<file path="src/rtl/divisor_8bits.sv">
// Sequential unsigned restoring divider: one quotient bit per cycle, start/ready handshake.
// Results are held in output registers until the next accepted operation completes.
module divisor_8bits #(
  parameter int N = 8
) (
  input  logic         clock,
  input  logic         reset,
  input  logic         iniciar,
  input  logic [N-1:0] dividendo,
  input  logic [N-1:0] divisor,
  output logic [N-1:0] quociente,
  output logic [N-1:0] resto,
  output logic         pronto,
  output logic         ocupado,
  output logic         div_zero
);

  localparam int CW = $clog2(N);

  typedef enum logic [1:0] {
    OCIOSO  = 2'd0,
    CALCULA = 2'd1,
    FIM     = 2'd2
  } state_t;

  state_t         state_r, state_nxt;
  logic [CW-1:0]  cnt_r, cnt_nxt;
  logic [N-1:0]   q_r, q_nxt;
  logic [N-1:0]   r_r, r_nxt;
  logic [N-1:0]   d_r, d_nxt;
  logic [N-1:0]   quo_nxt, res_nxt;
  logic           dz_nxt, pronto_nxt, ocupado_nxt;

  // Shifted partial remainder keeps the bit pushed out of R, hence N+1 bits.
  logic [N:0]     r_ext;
  logic [N+1:0]   trial;
  logic           no_borrow;

  // Trial subtraction r_ext - D as r_ext + ~D + 1; the carry out means no borrow.
  always_comb begin
    r_ext     = {r_r, q_r[N-1]};
    trial     = {1'b0, r_ext} + {1'b0, ~{1'b0, d_r}} + {{(N+1){1'b0}}, 1'b1};
    no_borrow = trial[N+1];
  end

  // Next-state and next-register values for the divider FSM.
  always_comb begin
    state_nxt  = state_r;
    cnt_nxt    = cnt_r;
    q_nxt      = q_r;
    r_nxt      = r_r;
    d_nxt      = d_r;
    quo_nxt    = quociente;
    res_nxt    = resto;
    dz_nxt     = div_zero;
    pronto_nxt = 1'b0;
    case (state_r)
      OCIOSO: begin
        if (iniciar) begin
          if (divisor != {N{1'b0}}) begin
            q_nxt     = dividendo;
            r_nxt     = {N{1'b0}};
            d_nxt     = divisor;
            cnt_nxt   = {CW{1'b0}};
            dz_nxt    = 1'b0;
            state_nxt = CALCULA;
          end else begin
            quo_nxt    = {N{1'b1}};
            res_nxt    = dividendo;
            dz_nxt     = 1'b1;
            pronto_nxt = 1'b1;
            state_nxt  = FIM;
          end
        end else begin
          state_nxt = OCIOSO;
        end
      end
      CALCULA: begin
        q_nxt   = {q_r[N-2:0], no_borrow};
        r_nxt   = no_borrow ? trial[N-1:0] : r_ext[N-1:0];
        cnt_nxt = cnt_r + {{(CW-1){1'b0}}, 1'b1};
        if (cnt_r == CW'(N-1)) begin
          quo_nxt    = q_nxt;
          res_nxt    = r_nxt;
          cnt_nxt    = {CW{1'b0}};
          pronto_nxt = 1'b1;
          state_nxt  = FIM;
        end else begin
          state_nxt = CALCULA;
        end
      end
      FIM: begin
        state_nxt = OCIOSO;
      end
      default: begin
        state_nxt = OCIOSO;
      end
    endcase
    ocupado_nxt = (state_nxt != OCIOSO);
  end

  // State, datapath and output registers.
  always_ff @(posedge clock or negedge reset) begin
    if (!reset) begin
      state_r   <= OCIOSO;
      cnt_r     <= {CW{1'b0}};
      q_r       <= {N{1'b0}};
      r_r       <= {N{1'b0}};
      d_r       <= {N{1'b0}};
      quociente <= {N{1'b0}};
      resto     <= {N{1'b0}};
      div_zero  <= 1'b0;
      pronto    <= 1'b0;
      ocupado   <= 1'b0;
    end else begin
      state_r   <= state_nxt;
      cnt_r     <= cnt_nxt;
      q_r       <= q_nxt;
      r_r       <= r_nxt;
      d_r       <= d_nxt;
      quociente <= quo_nxt;
      resto     <= res_nxt;
      div_zero  <= dz_nxt;
      pronto    <= pronto_nxt;
      ocupado   <= ocupado_nxt;
    end
  end

endmodule

</file>
<file path="config.mk">
export PLATFORM = sky130hd
export DESIGN_NAME = divisor_8bits
export DESIGN_NICKNAME = d
export VERILOG_FILES = /design/src/rtl/divisor_8bits.sv
export SDC_FILE = /design/constraint.sdc
export NUM_CORES = 1
export LEC_CHECK = 0
export ABC_CLOCK_PERIOD_IN_PS = 5500
export BUFFER_PORTS_ARGS = -buffer_cell sky130_fd_sc_hd__buf_2
export CORE_MARGIN = 2
export CORE_UTILIZATION = 54
export CTS_BUF_LIST = sky130_fd_sc_hd__clkbuf_4
export DETAILED_ROUTE_END_ITERATION = 8
export GPL_TIMING_DRIVEN = 0
export PLACE_DENSITY = 0.72
export SYNTH_ARGS = -nofsm -noshare
export SYNTH_HDL_FRONTEND = slang
export SYNTH_SLANG_ARGS = --single-unit
export TNS_END_PERCENT = 5
</file>
<file path="constraint.sdc">
create_clock -name clock -period 5.5 [get_ports clock]
set_input_delay 1.1 -clock clock [delete_from_list [all_inputs] [get_ports clock]]
set_output_delay 1.1 -clock clock [all_outputs]
set_load 0.02 [all_outputs]
</file>
== Yosys cells after proc, flatten, opt, wreduce, memory -nomap -nowiden ==
Index checks and enable logic that the tools add are counted.
Storage, ports and cells
  register bits: 48
  bits of input ports: 19
  output and inout bits: 19
  word-level logic and storage cells: 55
Cells by class
  add/sub/neg operators: 3
  equality and inequality tests: 6
  multiplexer cells: 27
  bitwise operators: 1
  reductions and logical operators: 8
Operator list (count)
  $mux 8: 11
  $pmux 8 s2: 4
  $add 10x1->10 const B: 1
  $add 9x9->10: 1
  $mux 3: 3
  $not 8->9: 1
  $ne 2x2->1 const B: 4
  $reduce_bool 8->1: 1
  $mux 2: 3
  $pmux 3 s2: 1
  $reduce_and 3->1: 2
  $pmux 2 s2: 1
  $reduce_and 4->1: 1
  $reduce_bool 2->1: 2
  $add 3x1->3 const B: 1
  $eq 3x3->1 const B: 1
  $mux 1: 3
  $eq 2x1->1 const B: 1
  $logic_not 2->1: 1
  $pmux 1 s2: 1
  $reduce_and 2->1: 1

== Longest topological paths before layout ==
Gate-level depths: netlist (run 1).
  depth in word-level cells: 6
  depth in mapped cells: 9
  mapped depth without buffers: 9

== Least setup slack after synthesis (run 1) ==
Ideal clock, no wire load.
  path type: in2reg
  start: input divisor[1]
  end: register state_r[0]
  library setup time: 0.127 ns
  arrival: 2.259 ns
  required time: 5.373 ns
  slack: 3.113 ns
  stages on the path: 5
  buffers on the path: 1
  cells stage by stage: nor4_1 > nand2_1 > and2_1 > clkbuf_1 > or2_2
Between the ends
  cells in the longest elaborated chain, start to end: 4
Ends and longest elaborated chain
  from (decl): RTL line 10  | input logic [N-1:0] divisor,
  $reduce_bool 8->1: RTL line 60  | if (divisor != {N{1'b0}}) begin
  $mux 2: RTL line 60
  $mux 2: RTL line 59  | if (iniciar) begin
  $pmux 2 s2: RTL line 57  | case (state_r)
  net state_nxt[0]: RTL line 26  | state_t state_r, state_nxt;
  to (signal assigned): RTL line 116  | state_r <= state_nxt;
  to (decl): RTL line 26
The timed path passes the listed nets, and every way through them passes these cells.
A chain may end at the register's enable or synchronous reset.

== Worst setup path in the final report (run 1) ==
  start: input divisor[5]
  end: register q_r[6]
Between the ends
  cells in the longest elaborated chain, start to end: 3
Ends and longest elaborated chain
  $reduce_bool 8->1: RTL line 60
  $ne 2x2->1 (no line)
  $reduce_and 3->1 (no line)
  to (signal assigned): RTL line 107  | q_r <= {N{1'b0}};
  to (signal assigned): RTL line 118  | q_r <= q_nxt;
  to (decl): RTL line 28  | logic [N-1:0] q_r, q_nxt;
Every way passes these cells.

==> results of run 1 <==
[worst max-delay path by stage]
stage,end,startpoint,depth (start not counted)
detailed placement,q_r[6],divisor[5],6
global placement,q_r[6],divisor[5],6
CTS,q_r[1],divisor[5],7
global route,q_r[1],divisor[5],7
floorplan,state_r[0],divisor[1],5
finish,q_r[6],divisor[5],6
[power groups by stage]
stage	registers [mW]	clock network (mW)	logic, mW
final	0.605	0.167	1.14
after global routing	0.623	0.183	1.27
after CTS	0.606	0.172	1.14
after detailed placement	0.613	0	1.13
after global placement	0.609	0	1.11
after floorplan	0.656	0	0.798
[cell families (layout without fill, tap and decap cells)]
| family | after synthesis | count (layout) | share of synthesized area (%) |
|---|---|---|---|
| xor+xnor | 2 | 2 | 0.7036 |
| flops | 47 | 47 | 47.24 |
| simple gates | 95 | 95 | 17.44 |
| compound gates | 64 | 64 | 17.29 |
| buf+inv | 27 | 72 | 5.326 |
| mux | 15 | 15 | 6.181 |
| fa+ha+maj | 11 | 11 | 5.829 |
[registers in the layout, indices dropped and copies added, names as in the netlist]
signal     cells
resto          8
div_zero       1
r_r            8
quociente      8
q_r            8
d_r            8
pronto         1
ocupado        1
state_r        1
cnt_r          3
[worst max-delay path, delay by kind of cell]
kind / cells / cell delay [ns]
AO/OA/AOI/OAI: 2 / 0.47
buffers and inverters: 2 / 0.39
AND/OR/NAND/NOR: 2 / 0.72
[layout by cell type (no fill, tap or decap), types with 6 or more instances in the layout]
cell / instances
dfrtp_1: 47
buf_2: 42
nor2_1: 34
nand2_1: 33
o21ai_0: 23
inv_1: 15
a21oi_1: 13
mux2i_1: 12
ha_1: 10
nand3_1: 6
[routing by layer]
layer / GRT usage [%] / vias up / wire, um
li1: - / 1000 / -
met1: 33.18 / 984 / 2683
met2: 37.35 / 43 / 2537
met3: 4.167 / 4 / 270
met4: 7.128 / 0 / 51
met5: 0 / - / 0
[area by class of cell]
cell class | instances | share of cell area (%)
multi-input cells | 187 | 42.24
repair buffers | 37 | 6.622
clock buffers | 5 | 1.342
plain buffers | 12 | 2.729
well taps | 52 | 2.327
clock inverters | 3 | 0.6711
inverters | 15 | 2.013
flip-flops and latches | 47 | 42.06
[per-stage QoR]
| stage | power (mW) | setup slack (ns) |
|---|---|---|
| 2_1_floorplan | 1.453 | 3.113 |
| 3_3_place_gp | 1.714 | 2.700 |
| 3_5_place_dp | 1.744 | 2.682 |
| 4_1_cts | 1.913 | 3.085 |
| 5_1_grt | 2.078 | 2.877 |
| 6_report | 1.908 | 3.070 |
==> metrics.cfg, run 1 <==
[cts]
h-tree-depth=2
post_cts.repair.setup_buffers=0
clock_latency_ns=0.36
cts_tree=built
numClockSinks=47
clk_pin_slew_ns=0.14
cts.hold.buffers_added=0
cts_resized=0
cts_buffer_depth=2
cts-root-buf=clkbuf_4
cts_made_buffers=5

[global_routing]
antenna_found_initial=0
overflow=0
grtUsageTotal_pct=23.47
grt_max_degree=48
grt_pass1_vias=1968
grt_pass1_wl_um=9404

[synthesis]
syn_nets=291
ys_seq_area_share_pct=47.24
synthTopCellsByCount=47 x dfrtp_1, 34 x nor2_1, 33 x nand2_1, 23 x o21ai_0, 15 x inv_1
synth_top_flop_cell=dfrtp_1
ys_ff_latch=47
synth_top_area_share_pct=47.24
syn_area_sq_um=2490
synth_edf_count=0
synth.distinct_cells=46
synth_most_common_cell=dfrtp_1
async_flop_share_pct=100.0
synth.area.top_cells=dfrtp_1 47%, nor2_1 5.1%, ha_1 5.0%
postSynthCellCount=261
synth_top_cell_by_area=dfrtp_1
synth.avg_cell_area_sq_um=9.540
yosysWarningCount=0

[pwr]
power_frac_comb_pct=59.5
p_int_mw=1.017
vdd_drop_max_mv=0.3186
p_sw_share_pct=46.70
switching_power_mw=0.8910
p_leak_nw=1.293
powerDensity_nw_per_um2=682.3
p_seq_share_pct=31.7
p_clk_share_pct=8.8

[final_layout]
regArea_sq_um=1176
multiInputGateArea_sq_um=1181
area_growth_pct=12.31
num_antenna_cells=0
stdcell_area_sq_um=2796
postLayoutCoreUtil_pct=63.78
post_route_cells_drive_above_1_share_pct=20.59
instances_no_fill=358
nNetsFinal=335
fill_cells=408

[timing]
holdWs_ns=0.5073
fin_crit_sh_pct=44.18
fmax_mhz=411.5
finalSetupViolations=0
finClkSkew_ns=0.004232
hold_viol_final=0
post-route-min-period_ns=2.430
max_slew_margin_pct=31.48
worst_slew_pin_slew_ns=1.028
rsz0062_at_grt=false
drv_slew=0
tns_ns=0

[floorplanning]
start_util_pct=56.79
num_io_pins=38
die_h_um=71.91
core_sq_um=4384
die_area_sq_um=5170
row_count=24
die_w_um=71.91

[run]
max_cap_viol_count=0

[critical_path]
critPathMaxStageDelay_ns=0.51
worstPathRequired_ns=5.76
path_cells=buf_2, nor4_1, nand2_1, a31oi_4, buf_2, o21ai_0
path_class=in -> reg
ff2ff_path_depth=7
crit_path_start_kind=primary input
critPathMaxFanout=10
reg2reg_to=resto[4]
crit_arrival_ns=2.69
r2r_start=r_r[3]
cpMostUsedCell=buf_2
cp_slowest_cell=nor4_1
crit_path_end_kind=flop
r2r_setup_slack_ns=3.24

[worst_hold_path]
hp-class=reg -> reg
min_from=pronto
min_to=ocupado
hold_path_depth=1

[placed_design]
port-buffer-count=37
place_area_sq_um=2740
dpl.cell_count=350
gp_congestion=0.8000
place_hpwl_um=4137

[run_status]
outcome=finished, final reports clean

[routing]
first_pass_iters=5
drtIter0Drc=139
via_per_inst=5.673
wirelength_um=5541
via_count=2031
postRouteAntennaNets=0
drc=0
wire_per_inst_um=15.48

Power figures use the tool's default switching activity.
==> run 2: changes to the inputs <==
--- a/config.mk
+++ b/config.mk
@@ -5,7 +5,8 @@
 export SDC_FILE = /design/constraint.sdc
 export NUM_CORES = 1
 export LEC_CHECK = 0
-export ABC_CLOCK_PERIOD_IN_PS = 5500
+export ABC_AREA = 1
+export ABC_CLOCK_PERIOD_IN_PS = 2490
 export BUFFER_PORTS_ARGS = -buffer_cell sky130_fd_sc_hd__buf_2
 export CORE_MARGIN = 2
 export CORE_UTILIZATION = 54
==> constraint.sdc (replaced) <==
create_clock -name clock -period 2.49 [get_ports clock]
set_input_delay 0.498 -clock clock [delete_from_list [all_inputs] [get_ports clock]]
set_output_delay 0.498 -clock clock [all_outputs]
set_load 0.02 [all_outputs]
==> metrics.cfg, run 2 <==
[synthesis]
synth_top_cell_by_area=dfrtp_1
synth.area.top_cells=dfrtp_1 45%, nand2_1 10%, nand3_1 6.6%
synth_edf_count=0  ; unchanged
ys_seq_area_share_pct=45.48  ; -1.8 points
syn_nets=349  ; +20%
synth_top_area_share_pct=45.48  ; -1.8 points
synth.avg_cell_area_sq_um=8.107  ; -15%
synth.distinct_cells=30  ; -35%
async_flop_share_pct=100.0  ; unchanged
synth_top_flop_cell=dfrtp_1
postSynthCellCount=319  ; +22%
yosysWarningCount=0  ; unchanged
ys_ff_latch=47  ; unchanged
synthTopCellsByCount=70 x nand2_1, 47 x dfrtp_1, 40 x inv_1, 34 x nand3_1, 22 x o21ai_0
synth_most_common_cell=nand2_1
syn_area_sq_um=2586  ; +3.9%

[cts]
cts-root-buf=clkbuf_4
cts_tree=built
post_cts.repair.setup_buffers=0  ; unchanged
cts.hold.buffers_added=0  ; unchanged
numClockSinks=47  ; unchanged
h-tree-depth=2  ; unchanged
clk_pin_slew_ns=0.16  ; +0.02 ns
cts_made_buffers=5  ; unchanged
cts_resized=0  ; unchanged
cts_buffer_depth=2  ; unchanged
clock_latency_ns=0.38  ; +0.02 ns

[floorplanning]
row_count=25  ; +4.2%
start_util_pct=55.49  ; -1.3 points
die_w_um=73.21  ; +1.8%
die_area_sq_um=5359  ; +3.6%
core_sq_um=4661  ; +6.3%
die_h_um=73.21  ; +1.8%
num_io_pins=38  ; unchanged

[final_layout]
final_common_cell=nand2_1
num_antenna_cells=0  ; unchanged
instances_no_fill=418  ; +17%
nNetsFinal=393  ; +17%
area_growth_pct=12.87
final_cell_mix=70 x nand2_1, 47 x dfrtp_1, 42 x buf_2
post_route_cells_drive_above_1_share_pct=21.15  ; +0.57 points

[pwr]
vdd_drop_max_mv=0.8302  ; +160%
powerDensity_nw_per_um2=1454  ; +110%
finalPower_mw=4.245  ; +120%
p_sw_share_pct=47.53  ; +0.83 points
switching_power_mw=2.018  ; +130%
p_int_mw=2.228  ; +120%
p_leak_nw=1.516  ; +17%
p_seq_share_pct=30.4  ; -1.3 points
p_clk_share_pct=11.3  ; +2.5 points
power_frac_comb_pct=58.3  ; -1.2 points

[timing]
finClkSkew_ns=0.01675  ; +0.01252 ns
drv_slew=0  ; unchanged
fmax_mhz=530.5
worst_slew_pin_slew_ns=1.055  ; +0.02695 ns
post-route-min-period_ns=1.885
setup_slack_ns=0.6049  ; -2.465 ns
hold_viol_final=0  ; unchanged
finalSetupViolations=0  ; unchanged
rsz0062_at_grt=false
fin_crit_sh_pct=75.71
max_slew_margin_pct=29.68  ; -1.8 points
tns_ns=0  ; unchanged

[placed_design]
place_hpwl_um=4238  ; +2.4%
dpl_worst_slack_ns=0.6182  ; -2.064 ns
gp_congestion=0.7958  ; -0.53%
dpl.cell_count=410  ; +17%
port-buffer-count=37  ; unchanged

[critical_path]
worstSetupStartpoint=r_r[5]
crit_path_end_kind=flop
critPathMaxFanout=10  ; unchanged
crit_path_start_kind=flop
crit_arrival_ns=2.17  ; -0.52 ns
path_class=reg -> reg
worstPathRequired_ns=2.77  ; -2.99 ns
r2r_start=r_r[5]

[routing]
via_per_inst=5.275  ; -7.0%
first_pass_iters=4  ; -1
wire_per_inst_um=13.45  ; -13%
via_count=2205  ; +8.6%
drtIter0Drc=135  ; -2.9%
postRouteAntennaNets=0  ; unchanged
wirelength_um=5624  ; +1.5%
drc=0  ; unchanged

[global_routing]
grt_max_degree=48  ; unchanged
grtUsageTotal_pct=23.28  ; -0.19 points
grt.met3_usage_pct=4.282  ; +0.12 points
gr-max-usage-layer=met2
antenna_found_initial=0  ; unchanged
grt_pass1_vias=2137  ; +8.6%
use_met1_pct=31.85  ; -1.3 points
use_met2_pct=37.64  ; +0.29 points
overflow=0  ; unchanged
grt_pass1_wl_um=9604  ; +2.1%

[run_status]
outcome=finished, final reports clean

[worst_hold_path]
hp-class=in -> async

[run]
max_cap_viol_count=0  ; unchanged

[run 2: changes by cell type after synthesis, moves of 4 or more]
| cell | before | now |
|---|---|---|
| a221oi_1 | 4 | 0 |
| a31oi_1 | 3 | 7 |
| inv_1 | 15 | 40 |
| mux2i_1 | 12 | 0 |
| nand2_1 | 33 | 70 |
| nand3_1 | 6 | 34 |
| nand3_2 | 0 | 7 |
| nand4_1 | 0 | 9 |
| nor2_1 | 34 | 21 |
| or2_2 | 1 | 8 |
[run 2: cells by family after synthesis]
kind of cell               count (synthesis)  share of synthesized area [%]
xor gates and xnor gates                   3                          1.016
AOI/OAI and AO/OA                         45                          9.144
and+or+nand+nor                          159                          29.95
DFF                                       47                          45.48
buffers and inverters                     54                          8.804
adders and majority gates                 11                          5.612
[run 2: power by group through the flow]
stage / Sequential (mW) / Clock [mW] / Combinational (mW)
after detailed placement: 1.31 / 0 / 2.47
final: 1.29 / 0.480 / 2.47
after global placement: 1.30 / 0 / 2.43
after CTS: 1.29 / 0.484 / 2.48
after floorplan: 1.44 / 0 / 1.76
after global routing: 1.33 / 0.510 / 2.83
[run 2: final cells by class]
type	count	area, sq um
Sequential cell	47	1176
Clock buffer	5	37.54
Clock inverter	3	42.54
Tap cell	54	67.56
Timing Repair Buffer	37	185.2
Multi-Input combinational cell	218	1182
Inverter	42	157.7
Buffer	12	70.07
Fill cell	442	1742
[run 2: final timing paths]
path,slack [ns],depth (start not counted),end
setup / recovery,0.60,11,resto[1]
hold / removal,0.28,1,r_r[5]
setup reg to reg,0.60,11,resto[1]
hold reg to reg,0.50,2,quociente[1]
max in group asynchronous,1.54,1,r_r[0]
min in group clock,0.35,3,d_r[1]
[run 2: metrics by stage]
stage | util [%] | hold slack, ns | area (sq um)
floorplan | - | 0.2024 | 2586
CTS | 62.63 | 0.3290 | 2919
global placement | 60.91 | 0.4616 | 2839
global route | 62.63 | 0.3409 | 2919
detailed placement | 60.91 | 0.4652 | 2839
finish | 62.63 | 0.2850 | 2919
[run 2: per-layer routing]
layer	vias to the layer above	part of all wire (%)
met5	-	0
met3	8	3.3
met4	0	1.6
met1	1029	48
li1	1125	-
met2	43	47
[run 2: worst max-delay path, cell delays in order (launching register included)]
cell     delay [ns]
dfrtp_1        0.44
ha_1           0.35
nand2_1        0.07
nand2_1        0.06
nand2_1        0.06
nand2_1        0.08
nor2_4         0.23
nand2_4        0.17
nand3_1        0.12
nand3_1        0.09
nand2_1        0.07
inv_1          0.04
